$ cat src/rtl/ddr_pkg.sv
// rtl/ddr_pkg.sv - shared lane count, judge state encoding and default timing constants
package ddr_pkg;

   localparam int LANES          = 8;
   localparam int DEF_WINDOW_CYC = 2500000;
   localparam int DEF_HOLD_CYC   = 5000000;
   localparam int DEF_HIT_POINTS = 10;

   typedef enum logic {
      IDLE    = 1'b0,
      PENDING = 1'b1
   } judge_state_t;

endpackage

$ cat src/rtl/note_lane_judge.sv
// rtl/note_lane_judge.sv - one lane: button sync/edge detect, hit-window FSM, judgment hold
module note_lane_judge
   import ddr_pkg::*;
#(
   parameter int WINDOW_CYC = DEF_WINDOW_CYC,
   parameter int HOLD_CYC   = DEF_HOLD_CYC,
   parameter int WIN_W      = 22,
   parameter int HOLD_W     = 23
) (
   input  logic clk,
   input  logic rst,
   input  logic note_arrive,
   input  logic button,
   output logic action,
   output logic success,
   output logic hit,
   output logic miss
);

   localparam logic [WIN_W-1:0]  WIN_LOAD  = WIN_W'(WINDOW_CYC - 1);
   localparam logic [HOLD_W-1:0] HOLD_LOAD = HOLD_W'(HOLD_CYC - 1);

   logic [2:0]        sync;
   logic              press;
   judge_state_t      state, state_next;
   logic [WIN_W-1:0]  win_cnt, cnt_next;
   logic [HOLD_W-1:0] hold_cnt;

   // sync[1] is the metastability-safe sample; sync[2] delays it for edge detection
   always_ff @(posedge clk or posedge rst) begin
      if (rst) begin
         sync  <= '0;
         press <= 1'b0;
      end else begin
         sync  <= {sync[1:0], button};
         press <= sync[1] & ~sync[2];
      end
   end

   always_ff @(posedge clk or posedge rst) begin
      if (rst) begin
         state   <= IDLE;
         win_cnt <= '0;
      end else begin
         state   <= state_next;
         win_cnt <= cnt_next;
      end
   end

   always_comb begin
      state_next = state;
      cnt_next   = win_cnt;
      hit        = 1'b0;
      miss       = 1'b0;
      case (state)
         IDLE: begin
            if (note_arrive) begin
               if (press) begin
                  hit = 1'b1;
               end else begin
                  state_next = PENDING;
                  cnt_next   = WIN_LOAD;
               end
            end
         end
         PENDING: begin
            // a press always judges the old note; a new arrival always reopens the window
            if (press)
               hit = 1'b1;
            else if (note_arrive || win_cnt == '0)
               miss = 1'b1;
            if (note_arrive)
               cnt_next = WIN_LOAD;
            else if (press || win_cnt == '0)
               state_next = IDLE;
            else
               cnt_next = win_cnt - 1'b1;
         end
         default: state_next = IDLE;
      endcase
   end

   always_ff @(posedge clk or posedge rst) begin
      if (rst) begin
         action   <= 1'b0;
         success  <= 1'b0;
         hold_cnt <= '0;
      end else if (hit || miss) begin
         action   <= 1'b1;
         success  <= hit;
         hold_cnt <= HOLD_LOAD;
      end else if (action) begin
         if (hold_cnt == '0) begin
            action  <= 1'b0;
            success <= 1'b0;
         end else begin
            hold_cnt <= hold_cnt - 1'b1;
         end
      end
   end

endmodule

$ cat src/rtl/note_judge.sv
// rtl/note_judge.sv - per-lane judges plus saturating score and combo accumulation
module note_judge #(
   parameter int LANES      = ddr_pkg::LANES,
   parameter int WINDOW_CYC = ddr_pkg::DEF_WINDOW_CYC,
   parameter int HOLD_CYC   = ddr_pkg::DEF_HOLD_CYC,
   parameter int HIT_POINTS = ddr_pkg::DEF_HIT_POINTS,
   parameter int WIN_W      = 22,
   parameter int HOLD_W     = 23
) (
   input  logic             clk,
   input  logic             rst,
   input  logic [LANES-1:0] note_arrive,
   input  logic [LANES-1:0] buttons,
   output logic [LANES-1:0] noteAction,
   output logic [LANES-1:0] noteSuccessState,
   output logic [15:0]      score,
   output logic [7:0]       combo
);

   localparam int CNT_W = $clog2(LANES + 1);

   logic [LANES-1:0] hit_vec, miss_vec;
   logic [CNT_W-1:0] hit_cnt;
   logic [16:0]      score_sum;
   logic [8:0]       combo_sum;

   for (genvar i = 0; i < LANES; i++) begin : g_lane
      note_lane_judge #(
         .WINDOW_CYC (WINDOW_CYC),
         .HOLD_CYC   (HOLD_CYC),
         .WIN_W      (WIN_W),
         .HOLD_W     (HOLD_W)
      ) u_lane (
         .clk         (clk),
         .rst         (rst),
         .note_arrive (note_arrive[i]),
         .button      (buttons[i]),
         .action      (noteAction[i]),
         .success     (noteSuccessState[i]),
         .hit         (hit_vec[i]),
         .miss        (miss_vec[i])
      );
   end

   always_comb begin
      hit_cnt = '0;
      for (int i = 0; i < LANES; i++)
         hit_cnt = hit_cnt + CNT_W'(hit_vec[i]);
   end

   // one extra bit of headroom so the carry out selects the clamp
   assign score_sum = {1'b0, score} + 17'(hit_cnt) * 17'(HIT_POINTS);
   assign combo_sum = {1'b0, combo} + 9'(hit_cnt);

   always_ff @(posedge clk or posedge rst) begin
      if (rst) begin
         score <= '0;
         combo <= '0;
      end else begin
         score <= score_sum[16] ? 16'hFFFF : score_sum[15:0];
         if (|miss_vec)
            combo <= '0;
         else
            combo <= combo_sum[8] ? 8'hFF : combo_sum[7:0];
      end
   end

endmodule

$ cat config.mk
export PLATFORM = sky130hd
export DESIGN_NAME = note_judge
export DESIGN_NICKNAME = d
export VERILOG_FILES = /design/src/rtl/ddr_pkg.sv /design/src/rtl/note_lane_judge.sv /design/src/rtl/note_judge.sv
export SDC_FILE = /design/constraint.sdc
export NUM_CORES = 1
export LEC_CHECK = 0
export ABC_AREA = 1
export BUFFER_PORTS_ARGS = -buffer_cell sky130_fd_sc_hd__buf_2
export CELL_PAD_IN_SITES_DETAIL_PLACEMENT = 1
export CELL_PAD_IN_SITES_GLOBAL_PLACEMENT = 1
export CORE_ASPECT_RATIO = 0.6
export CORE_MARGIN = 2
export CORE_UTILIZATION = 35
export DETAILED_ROUTE_END_ITERATION = 10
export GPL_TIMING_DRIVEN = 0
export PLACE_DENSITY_LB_ADDON = 0.15
export SLEW_MARGIN = 10
export SYNTH_ARGS = -nofsm -noshare
export SYNTH_HDL_FRONTEND = slang
export SYNTH_HIERARCHICAL = 1
export SYNTH_SLANG_ARGS = --single-unit
$ cat constraint.sdc
create_clock -name clk -period 5.2 [get_ports clk]
set_input_delay 1.04 -clock clk [delete_from_list [all_inputs] [get_ports clk]]
set_output_delay 1.04 -clock clk [all_outputs]
set_load 0.005 [all_outputs]
==> results.json <==
{
  "ios": 58,
  "num_rows": 80,
  "grt_max_degree": 53,
  "yosys.area_share.simple_pct": 41.33,
  "violations": "setup timing",
  "syn_area_um2": 28440,
  "min_from": "g_lane[3].u_lane/sync[0]$_DFF_PP0_",
  "path_clk_slew_ps": 60,
  "worstRegToRegCells": 25,
  "drv_cap": 0,
  "synthCells": 3957,
  "start_util_pct": 35.57,
  "power.internal_w": 0.006901,
  "final_cells": 5214,
  "antenna_found_initial": 2,
  "drc": 0,
  "synth_edf_count": 0,
  "synth_warnings": 6,
  "ir_worst_vdd_mv": 0.2116,
  "syn_area_per_cell_um2": 7.188,
  "dp_hpwl_mm": 65.70,
  "final_common_cell": "nand2_1",
  "rsz0062_at_grt": "true",
  "drt-total-wl_mm": 89.08,
  "mostFrequentLayoutCells": "nand2_1 (1011), nor2_1 (652), inv_1 (456)",
  "ff2ff_setup_slack_ps": -70,
  "n_fill_cell": 9929,
  "postSynth.asyncResetShare_pct": 100.0,
  "via_per_inst": 5.027,
  "die_area_um2": 83640,
  "synthMuxAreaShare_pct": 0,
  "cp_num_buf_inv": 7,
  "start_kind": "input port",
  "drt_iter0_drc": 1776,
  "cpPeakStageDelay_ps": 640,
  "timing.rr.end": "score[11]$_DFF_PP0_",
  "fmax_ghz": 0.1871,
  "ys.flop_type": "dfrtp_1",
  "clockBufferDepth": 3,
  "hold_buffers": 0,
  "routedWlPerCell_um": 17.08,
  "core_area_um2": 79980,
  "crit_arrival_ps": 5890,
  "numCtsBuffers": 52,
  "h-tree-depth": 2,
  "ys_seq_area_share_pct": 38.71,
  "antenna_cells": 0,
  "synth_fa_ha_area_share_pct": 1.874,
  "drive_gt1_share_pct": 15.91,
  "die_w_um": 372.0,
  "power.leakage_nw": 15.20,
  "vias": 26210,
  "swShare_pct": 31.67,
  "grt_pass1_wl_mm": 146.5,
  "track_usage_pct": 21.65,
  "maxSlewViolCount": 0,
  "whs_path_depth": 0,
  "dr.pass1.iters": 5,
  "syn_nets": 4014,
  "synth.distinct_cells": 44,
  "cts_tree": "yes",
  "portBuffers": 57,
  "synth_xor_xnor_area_share_pct": 1.016,
  "crit_required_ps": 5740,
  "ant_nets": 0,
  "setup_ws_ps": -144.7,
  "setup_viol": 16,
  "nNetsFinal": 4164,
  "area_growth_pct": 14.81,
  "hold_viol_final": 0,
  "final.period_utilization_pct": 102.8,
  "power_density_nw_per_um2": 309.2,
  "dieHeight_um": 224.8,
  "gp_congestion": 0.8340,
  "whs_endpoint": "g_lane[3].u_lane/sync[1]$_DFF_PP0_",
  "clock_latency_ps": 620,
  "p_comb_share_pct": 20.0,
  "crit_fanout": 5,
  "cts-root-buf": "clkbuf_16",
  "slew-limit-headroom_pct": 27.05,
  "crit_slowest_cell": "fa_2",
  "grt_remaining_overflow": 0,
  "synth_top_family_by_area": "simple AND/OR/NAND/NOR gates",
  "p_sw_w": 0.003198,
  "power_frac_seq_pct": 39.1,
  "hold_class": "reg -> reg",
  "hold_ws_ps": 354.3,
  "period_minus_slack_ps": 5345,
  "synth-compound-area-share_pct": 7.425,
  "pwr-share-clk_pct": 40.9,
  "critPathKind": "in -> reg",
  "tightest_slew_ps": 1093,
  "end_kind": "flip-flop",
  "ys_seq_elements": 440,
  "dp_cells": 5086,
  "r2r_start": "g_lane[3].u_lane/state$_DFF_PP0_",
  "grt_pass1_vias": 26050,
  "clock-sinks": 440,
  "outcome": "complete, but fails checks",
  "fin_skew_ps": 20.98,
  "path_delay_family": "adder cells"
}
[Yosys cell counts, types with 32 or more instances]
cell type	n	area (um^2)
nand2_1	1025	3847
nor2_1	654	2455
inv_1	478	1794
dfrtp_1	440	11010
nand3_1	362	1812
nand4_1	213	1333
nand2_2	110	688.2
o21ai_2	108	945.9
o21ai_0	83	415.4
a21oi_1	42	210.2
nand3b_1	42	315.3
ha_1	33	412.9
xor2_1	32	280.3
[worst register-to-register path, cell delays in order, from the launching register on]
cell and delay, ps:
dfrtp_1 340, buf_6 130, clkinvlp_4 110, a21oi_4 170
inv_2 70, fa_2 610, fa_2 500, fa_1 510
inv_2 50, ha_4 150, fa_2 580, ha_4 220
ha_4 160, ha_4 150, inv_2 40, nand2_2 40
xor2_1 140, ha_1 340, buf_4 130, nand2_1 50
inv_2 70, nand3_2 100, nand3_4 110, nand2_4 70
or2_2 280, nand3_2 70
[metal layers]
| metal | vias to the layer above | routed length (um) | track usage (%) |
|---|---|---|---|
| li1 | 13050 | - | - |
| met1 | 12730 | 50720 | 36.30 |
| met2 | 339 | 33700 | 28.66 |
| met3 | 91 | 3297 | 2.863 |
| met4 | 4 | 1326 | 3.889 |
| met5 | - | 34 | 0 |
[power groups by stage]
| stage | Clock (W) | Sequential, W | Combinational, W |
|---|---|---|---|
| detailed placement | 0 | 0.00400 | 0.00188 |
| finish | 0.00413 | 0.00395 | 0.00202 |
| floorplan | 0 | 0.00391 | 0.00134 |
| CTS | 0.00427 | 0.00395 | 0.00199 |
| global route | 0.00440 | 0.00399 | 0.00227 |
| global placement | 0 | 0.00400 | 0.00181 |
[cell type report]
type	count	area [um^2]	area share (%)
Inverter	496	1897	5.808
Sequential cell	440	11010	33.72
Timing Repair Buffer	96	723.2	2.215
Multi-Input combinational cell	2927	14900	45.63
Clock inverter	25	416.7	1.276
Buffer	94	903.4	2.766
Clock buffer	70	1470	4.502
Tap cell	1066	1334	4.084
[logic make-up (layout without fill, tap and decap cells)]
kind of cell / Yosys count / count (layout)
buffers and inverters: 590 / 781
flip-flops: 440 / 440
adder cells (fa/ha/maj): 39 / 39
AND/OR/NAND/NOR: 2552 / 2552
AO/OA/AOI/OAI: 303 / 303
XOR/XNOR: 33 / 33
[state kept, by name, indices dropped and copies added (netlist names)]
name,count
g_lane.u_lane/hold_cnt,184
g_lane.u_lane/win_cnt,176
g_lane.u_lane/sync,24
score,16
combo,8
g_lane.u_lane/action,8
g_lane.u_lane/press,8
g_lane.u_lane/state,8
g_lane.u_lane/success,8
[per-stage QoR]
stage	util, %	total power (W)	cell area (um^2)	worst slack, ps	setup TNS [ps]
after global placement	37.68	0.005815	30130	-1202	-20830
final	40.83	0.01010	32660	-144.7	-2002
after floorplan	-	0.005250	28510	-384.9	-5446
after global routing	40.83	0.01066	32660	-290.4	-4366
after CTS	40.69	0.01021	32540	-141.6	-2020
after detailed placement	37.83	0.005882	30260	-1254	-21940
[worst max path at each step]
stage | startpoint | to | slack (ps) | cells past startpoint
after global routing | note_arrive[0] | score[12]$_DFF_PP0_ | -290 | 30
final | note_arrive[0] | score[11]$_DFF_PP0_ | -140 | 25
after global placement | note_arrive[0] | score[1]$_DFF_PP0_ | -1200 | 26
after floorplan | note_arrive[0] | score[0]$_DFFE_PP0P_ | -380 | 25
after detailed placement | note_arrive[0] | score[5]$_DFF_PP0_ | -1250 | 26
after CTS | note_arrive[1] | score[0]$_DFFE_PP0P_ | -140 | 26
[what timing repair did]
action,4_1_cts,5_1_grt
resized for setup,55,22
gates cloned,1,0
pin swaps,20,19
buffers inserted,25,7
endpoints found under the setup margin,16,16
Power figures use the tool's default switching activity.
